File: src/rtl/cic_pkg.sv
// Shared constants and width helpers for the I/Q CIC decimator.
package cic_pkg;

  // Integrator/comb order of the filter.
  localparam int N_STAGES = 3;

  // Default configuration: R = 64, 20-bit mixer products in, 16-bit out.
  localparam int DEF_LOG2_DECIM = 6;
  localparam int DEF_IN_W       = 20;
  localparam int DEF_OUT_W      = 16;

  // Register growth of an N-stage, M=1 CIC is N*log2(R) bits.
  function automatic int acc_width(input int in_w, input int log2_decim);
    return in_w + N_STAGES * log2_decim;
  endfunction

  // Right shift that maps the full accumulator range onto the output width.
  function automatic int shift_width(input int in_w, input int out_w, input int log2_decim);
    return acc_width(in_w, log2_decim) - out_w;
  endfunction

endpackage

File: src/rtl/cic_channel.sv
// One CIC channel: pipelined integrators at the input rate, combs and the
// output truncation at the decimated rate. Stage enables come from the shared
// strobe pipeline in the top so that I and Q stay sample-aligned.
module cic_channel
  import cic_pkg::*;
#(
  parameter int LOG2_DECIM = DEF_LOG2_DECIM,
  parameter int IN_W       = DEF_IN_W,
  parameter int OUT_W      = DEF_OUT_W
) (
  input  logic                    clk,
  input  logic                    rst_n,
  input  logic                    smp_vld_i,
  input  logic signed [IN_W-1:0]  x_i,
  input  logic [N_STAGES-1:0]     comb_en_i,
  input  logic                    out_en_i,
  output logic signed [OUT_W-1:0] y_o
);

  localparam int ACC_W = acc_width(IN_W, LOG2_DECIM);
  localparam int SHIFT = shift_width(IN_W, OUT_W, LOG2_DECIM);

  logic [ACC_W-1:0]                x_ext;
  logic [N_STAGES-1:0][ACC_W-1:0]  integ_q, integ_d;
  logic [N_STAGES-1:0][ACC_W-1:0]  comb_q,  comb_d;
  logic [N_STAGES-1:0][ACC_W-1:0]  dly_q,   dly_d;
  logic [OUT_W-1:0]                y_q,     y_d;

  assign x_ext = {{(ACC_W-IN_W){x_i[IN_W-1]}}, x_i};

  // Integrators: each stage adds the previous stage's registered value, so the
  // chain is pipelined; modular wrap is intentional and cancelled by the combs.
  always_comb begin
    integ_d = integ_q;
    if (smp_vld_i) begin
      integ_d[0] = integ_q[0] + x_ext;
      for (int s = 1; s < N_STAGES; s++)
        integ_d[s] = integ_q[s] + integ_q[s-1];
    end
  end

  // Combs: stage s fires when the decimation strobe reaches it; its delay
  // register holds the previous decimated input of that same stage.
  always_comb begin
    comb_d = comb_q;
    dly_d  = dly_q;
    if (comb_en_i[0]) begin
      comb_d[0] = integ_q[N_STAGES-1] - dly_q[0];
      dly_d[0]  = integ_q[N_STAGES-1];
    end
    for (int s = 1; s < N_STAGES; s++) begin
      if (comb_en_i[s]) begin
        comb_d[s] = comb_q[s-1] - dly_q[s];
        dly_d[s]  = comb_q[s-1];
      end
    end
  end

  // Output: keep the top OUT_W bits (floor arithmetic shift), hold between strobes.
  always_comb begin
    y_d = y_q;
    if (out_en_i)
      y_d = comb_q[N_STAGES-1][ACC_W-1:SHIFT];
  end

  // State registers.
  always_ff @(posedge clk or negedge rst_n) begin
    if (!rst_n) begin
      integ_q <= '0;
      comb_q  <= '0;
      dly_q   <= '0;
      y_q     <= '0;
    end else begin
      integ_q <= integ_d;
      comb_q  <= comb_d;
      dly_q   <= dly_d;
      y_q     <= y_d;
    end
  end

  assign y_o = y_q;

endmodule

File: src/rtl/cic_decimator.sv
// Dual-channel (I/Q) 3-stage CIC decimator by 2^LOG2_DECIM. One shared sample
// counter and strobe pipeline drive two identical channel datapaths.
module cic_decimator
  import cic_pkg::*;
#(
  parameter int LOG2_DECIM = DEF_LOG2_DECIM,
  parameter int IN_W       = DEF_IN_W,
  parameter int OUT_W      = DEF_OUT_W
) (
  input  logic                    clk,
  input  logic                    rst_n,
  input  logic                    in_valid,
  input  logic signed [IN_W-1:0]  in_i,
  input  logic signed [IN_W-1:0]  in_q,
  output logic                    out_valid,
  output logic signed [OUT_W-1:0] out_i,
  output logic signed [OUT_W-1:0] out_q
);

  // Strobe pipeline: [0] decimation strobe, [1..N] comb stages done, [N+1] output.
  localparam int STAGES = N_STAGES + 1;

  logic [LOG2_DECIM-1:0]          cnt_q, cnt_d;
  logic [STAGES:0]                vld_pipe_q, vld_pipe_d;
  logic                           frame_end;
  logic [1:0][IN_W-1:0]           ch_x;
  logic [1:0][OUT_W-1:0]          ch_y;

  // R is a power of two, so the counter wraps to 0 naturally after R-1.
  always_comb begin
    frame_end  = in_valid && (cnt_q == '1);
    cnt_d      = in_valid ? cnt_q + LOG2_DECIM'(1) : cnt_q;
    vld_pipe_d = {vld_pipe_q[STAGES-1:0], frame_end};
  end

  // Counter and strobe pipeline; the pipeline advances regardless of in_valid.
  always_ff @(posedge clk or negedge rst_n) begin
    if (!rst_n) begin
      cnt_q      <= '0;
      vld_pipe_q <= '0;
    end else begin
      cnt_q      <= cnt_d;
      vld_pipe_q <= vld_pipe_d;
    end
  end

  assign ch_x[0] = in_i;
  assign ch_x[1] = in_q;

  for (genvar ch = 0; ch < 2; ch++) begin : g_ch
    cic_channel #(
      .LOG2_DECIM (LOG2_DECIM),
      .IN_W       (IN_W),
      .OUT_W      (OUT_W)
    ) u_ch (
      .clk        (clk),
      .rst_n      (rst_n),
      .smp_vld_i  (in_valid),
      .x_i        (ch_x[ch]),
      .comb_en_i  (vld_pipe_q[N_STAGES-1:0]),
      .out_en_i   (vld_pipe_q[N_STAGES]),
      .y_o        (ch_y[ch])
    );
  end

  assign out_valid = vld_pipe_q[STAGES];
  assign out_i     = ch_y[0];
  assign out_q     = ch_y[1];

endmodule

File: config.mk
export PLATFORM = sky130hd
export DESIGN_NAME = cic_decimator
export DESIGN_NICKNAME = d
export VERILOG_FILES = /design/src/rtl/cic_pkg.sv /design/src/rtl/cic_channel.sv /design/src/rtl/cic_decimator.sv
export SDC_FILE = /design/constraint.sdc
export NUM_CORES = 2
export LEC_CHECK = 0
export CORE_AREA = 2 2 343 345
export DETAILED_ROUTE_END_ITERATION = 12
export DIE_AREA = 0 0 345 347
export DONT_BUFFER_PORTS = 1
export PLACE_DENSITY = 0.6
export SYNTH_ARGS = -nofsm -noshare
export SYNTH_HDL_FRONTEND = slang
export SYNTH_SLANG_ARGS = --single-unit
File: constraint.sdc
create_clock -name clk -period 4 [get_ports clk]
set_input_delay 0.8 -clock clk [delete_from_list [all_inputs] [get_ports clk]]
set_output_delay 0.8 -clock clk [all_outputs]
set_load 0.02 [all_outputs]
==> metrics.cfg <==
[floorplanning]
ports_placed_on_the_boundary = 76
starting_utilization_of_the_core_area_pct = 39.89
die_width_um = 345
die-height_um = 347
design.die.area_mm2 = 0.1197
placement_rows = 125
fp.coreArea_mm2 = 0.1157

[sta]
timing_max_transition_violations_final = 0
timing_worst_slew_pin_value_ps = 1224
min_period_over_period_pct = 96.08
finalWorstPathRequiredPeriod_ps = 3843
grt_setup_unrepaired = false
setup_violations = 0
final.setup.worst_slack_ps = 156.7
max_freq_mhz = 260.2
final.setup_skew_ps = 25.49
fin_setup_tns_ps = 0
finalHoldViolations = 0
maxSlewHeadroom_pct = 18.41

[routing]
vias = 33470
ant_nets = 0
firstDrtPassIters = 6
wire_per_inst_um = 14.62
detail_route.wirelength_mm = 93.55
drc_errors = 0
number_of_vias_per_cell = 5.231
drt-initial-drc-count = 1914

[critical_path]
startpoint_type = flop
worst_setup_path_end_kind = flop
timing.critical_path.fanout_max = 4
cpLargestDelayFamily = compound AO/OA/AOI/OAI gates
timing.critical_path.cells = ha_1 -> inv_1 -> fa_1 -> nor2b_1 -> o21ai_0 -> a21boi_1 -> a2bb2oi_1 -> a221oi_2 -> o211a_1 -> o31ai_2 -> a31oi_1 -> o21ai_1 -> xor2_1 -> mux2_2
critical_path.n_buffers_inverters = 1
crit_path_max_incr_delay_ps = 470
ff2ff_setup_slack_ps = 160
reg2regPathDepth = 14
data_required_critical_path_ps = 4520
cp.arrival_ps = 4360
rr_endpoint = g_ch[0].u_ch.integ_q[108]$_DFFE_PN0P_
crit_path_top_delay_cell = a2bb2oi_1
crit_type = flop to flop
crit-reg2reg-launch = g_ch[0].u_ch.integ_q[38]$_DFFE_PN0P_

[synthesis]
yosys_reg_bits = 683
number_of_distinct_library_cells_after_synthesis = 86
synth-async-reset-ratio_pct = 100.0
netlist_area_mm2 = 0.04617
synthesis.instances = 4859
yosysWarningCount = 0
synth_top_flop_cell = dfrtp_1
synth-edff-count = 0
syn_nets = 5355
synth_area_per_cell_um2 = 9.502
sequential_cell_area_fraction_in_the_yosys_report_pct = 37.02

[cells_and_area]
most-common-layout-cells = dfrtp_1, nand2_1, ha_1, o21ai_0, a21oi_1
area.growth.synth_to_final_pct = 9.748
fraction_of_final_layout_cells_sized_beyond_drive_strength_1_pct = 11.64
most_frequent_standard_cell_in_the_layout_excluding_fill_and_tap_cells = dfrtp_1
layout_nets = 5304
postLayoutCellArea_mm2 = 0.05067
fillerInstances = 11140
regArea_mm2 = 0.01710
multi_input_area_mm2 = 0.02720

[pwr]
seq_power_share_pct = 21.9
p_int_uw = 27420
swShare_pct = 42.43
net-switching-power_uw = 20210
finalPower_uw = 47630
power.share.combinational_pct = 61.6
p_clk_share_pct = 16.5
cellPowerDensity_mw_per_mm2 = 940.1
power.ir.vdd_worst_mv = 0.3966
power.static_leakage_uw = 0.02354

[place]
detailed_place_hpwl_mm = 66.46
pre_cts_ws_ps = 211.1
input_output_buffers = 0
globalplace.congestion = 0.8624
placed_cell_area_mm2 = 0.04769

[clock_tree]
cts.sinks = 683
clock_root_buffer = clkbuf_16
clock_tree_from_tritoncts = yes
cts_max_level = 3
cts.repair_timing.setup_buffer_count = 0
clkLatencyLatePin_ps = 650
clk_transition_reported_paths_ps = 60
post_cts.resized_instances = 0
max-clock-path-buffers = 3
cts_buffers = 82

[global_route]
grt.total_usage_pct = 15.63
grt_first_pass_wirelength_mm = 162.2
maximum_number_of_pins_on_one_net_before_global_route_repair = 684
number_of_global_route_vias_before_repair = 32420
globalRouteOverflowTotal = 0
grt_antenna_before_repair = 2

[hold_path]
worst_hold_path_type = input pin to asynchronous set/reset pin

[status]
run_status = finished, final reports clean

[run]
cap_violations = 0

-- logic make-up (layout without fill, tap and decap cells) --
| group | after synthesis | in the layout | synth area share (%) |
|---|---|---|---|
| AOI/OAI and AO/OA | 1441 | 1441 | 19.65 |
| other | 0 | 1 | 0 |
| muxes | 379 | 379 | 9.198 |
| adders and majority gates | 453 | 453 | 12.44 |
| xor gates and xnor gates | 359 | 359 | 6.810 |
| and+or+nand+nor | 1045 | 1045 | 10.82 |
| buffers and inverters | 499 | 513 | 4.065 |
| DFF | 683 | 683 | 37.02 |
-- power by group through the flow --
stage	clock network (uW)	logic (uW)	registers, uW
final	7860	29400	10400
after global routing	8390	33100	10700
after CTS	8130	29200	10400
after detailed placement	0	29000	10500
after global placement	0	28700	10500
after floorplan	0	24100	9710
-- per-layer routing --
| metal | routed length (um) | track usage [%] |
|---|---|---|
| met1 | 50530 | 23.79 |
| met2 | 38050 | 22.98 |
| met3 | 3398 | 2.352 |
| met4 | 1565 | 3.983 |
| met5 | 8 | 0 |
-- synth_stat cells, types with 10 or more instances --
cell type	number	area (um2)
dfrtp_1	683	17090
nand2_1	446	1674
ha_1	443	5543
o21ai_0	389	1947
a21oi_1	376	1882
mux2_2	362	4076
inv_1	338	1269
a21o_1	240	1802
xnor2_1	229	2006
nor2_1	166	623.1
clkbuf_1	138	518.0
xor2_1	130	1139
nand3_1	74	370.4
o21bai_1	69	518.0
nand4_1	56	350.3
nand2b_1	51	319.1
o21a_1	49	367.9
nor2b_1	44	275.3
nor3_1	44	220.2
and3_1	42	262.8
a31oi_1	39	244.0
o31ai_1	33	247.7
o21ai_1	30	150.1
a211oi_1	29	217.7
o211ai_1	26	195.2
buf_1	20	75.07
a211o_1	18	157.7
and2_1	18	112.6
mux2i_1	17	170.2
or3_1	17	106.4
nand3b_1	15	112.6
and4_1	13	113.9
or2_2	13	81.33
nand4b_1	12	105.1
a41oi_1	10	87.58
fa_1	10	200.2
nor4b_1	10	87.58
-- how the worst max path moves through the flow --
stage,from,endpoint,slack (ps),cells past startpoint
6_report,g_ch[0].u_ch.integ_q[38]$_DFFE_PN0P_,g_ch[0].u_ch.integ_q[108]$_DFFE_PN0P_,160,14
5_1_grt,g_ch[0].u_ch.integ_q[38]$_DFFE_PN0P_,g_ch[0].u_ch.integ_q[108]$_DFFE_PN0P_,40,14
4_1_cts,g_ch[0].u_ch.integ_q[38]$_DFFE_PN0P_,g_ch[0].u_ch.integ_q[108]$_DFFE_PN0P_,200,14
3_5_place_dp,g_ch[0].u_ch.integ_q[38]$_DFFE_PN0P_,g_ch[0].u_ch.integ_q[108]$_DFFE_PN0P_,210,14
3_3_place_gp,in_q[0],g_ch[1].u_ch.integ_q[34]$_DFFE_PN0P_,220,14
2_1_floorplan,in_q[0],g_ch[1].u_ch.integ_q[34]$_DFFE_PN0P_,600,14
-- cell type report --
class / instances / share of cell area, %
Sequential cell: 683 / 33.75
Tap cell: 1524 / 3.763
Timing Repair Buffer: 26 / 0.6470
Multi-Input combinational cell: 3677 / 53.68
Antenna cell: 1 / 0.004939
Clock buffer: 108 / 4.544
Clock inverter: 41 / 1.101
Inverter: 338 / 2.504
-- state kept, by name, indices dropped and copies added, names as in the netlist --
name and flops:
g_ch.u_ch.y_o 32, g_ch.u_ch.integ_q 228, g_ch.u_ch.dly_q 228, vld_pipe_q 5
cnt_q 6, g_ch.u_ch.comb_q 184
-- stage by stage --
| step | hold slack, ps | util [%] | instances |
|---|---|---|---|
| after CTS | -178.9 | 43.67 | 6392 |
| after global routing | 237.5 | 43.78 | 6398 |
| after floorplan | 351.9 | - | 4859 |
| after global placement | 464.0 | 41.20 | 6243 |
| final | 32.68 | 43.78 | 6398 |
| after detailed placement | 469.4 | 41.20 | 6243 |
No activity file was read; power rests on OpenSTA's default activity.
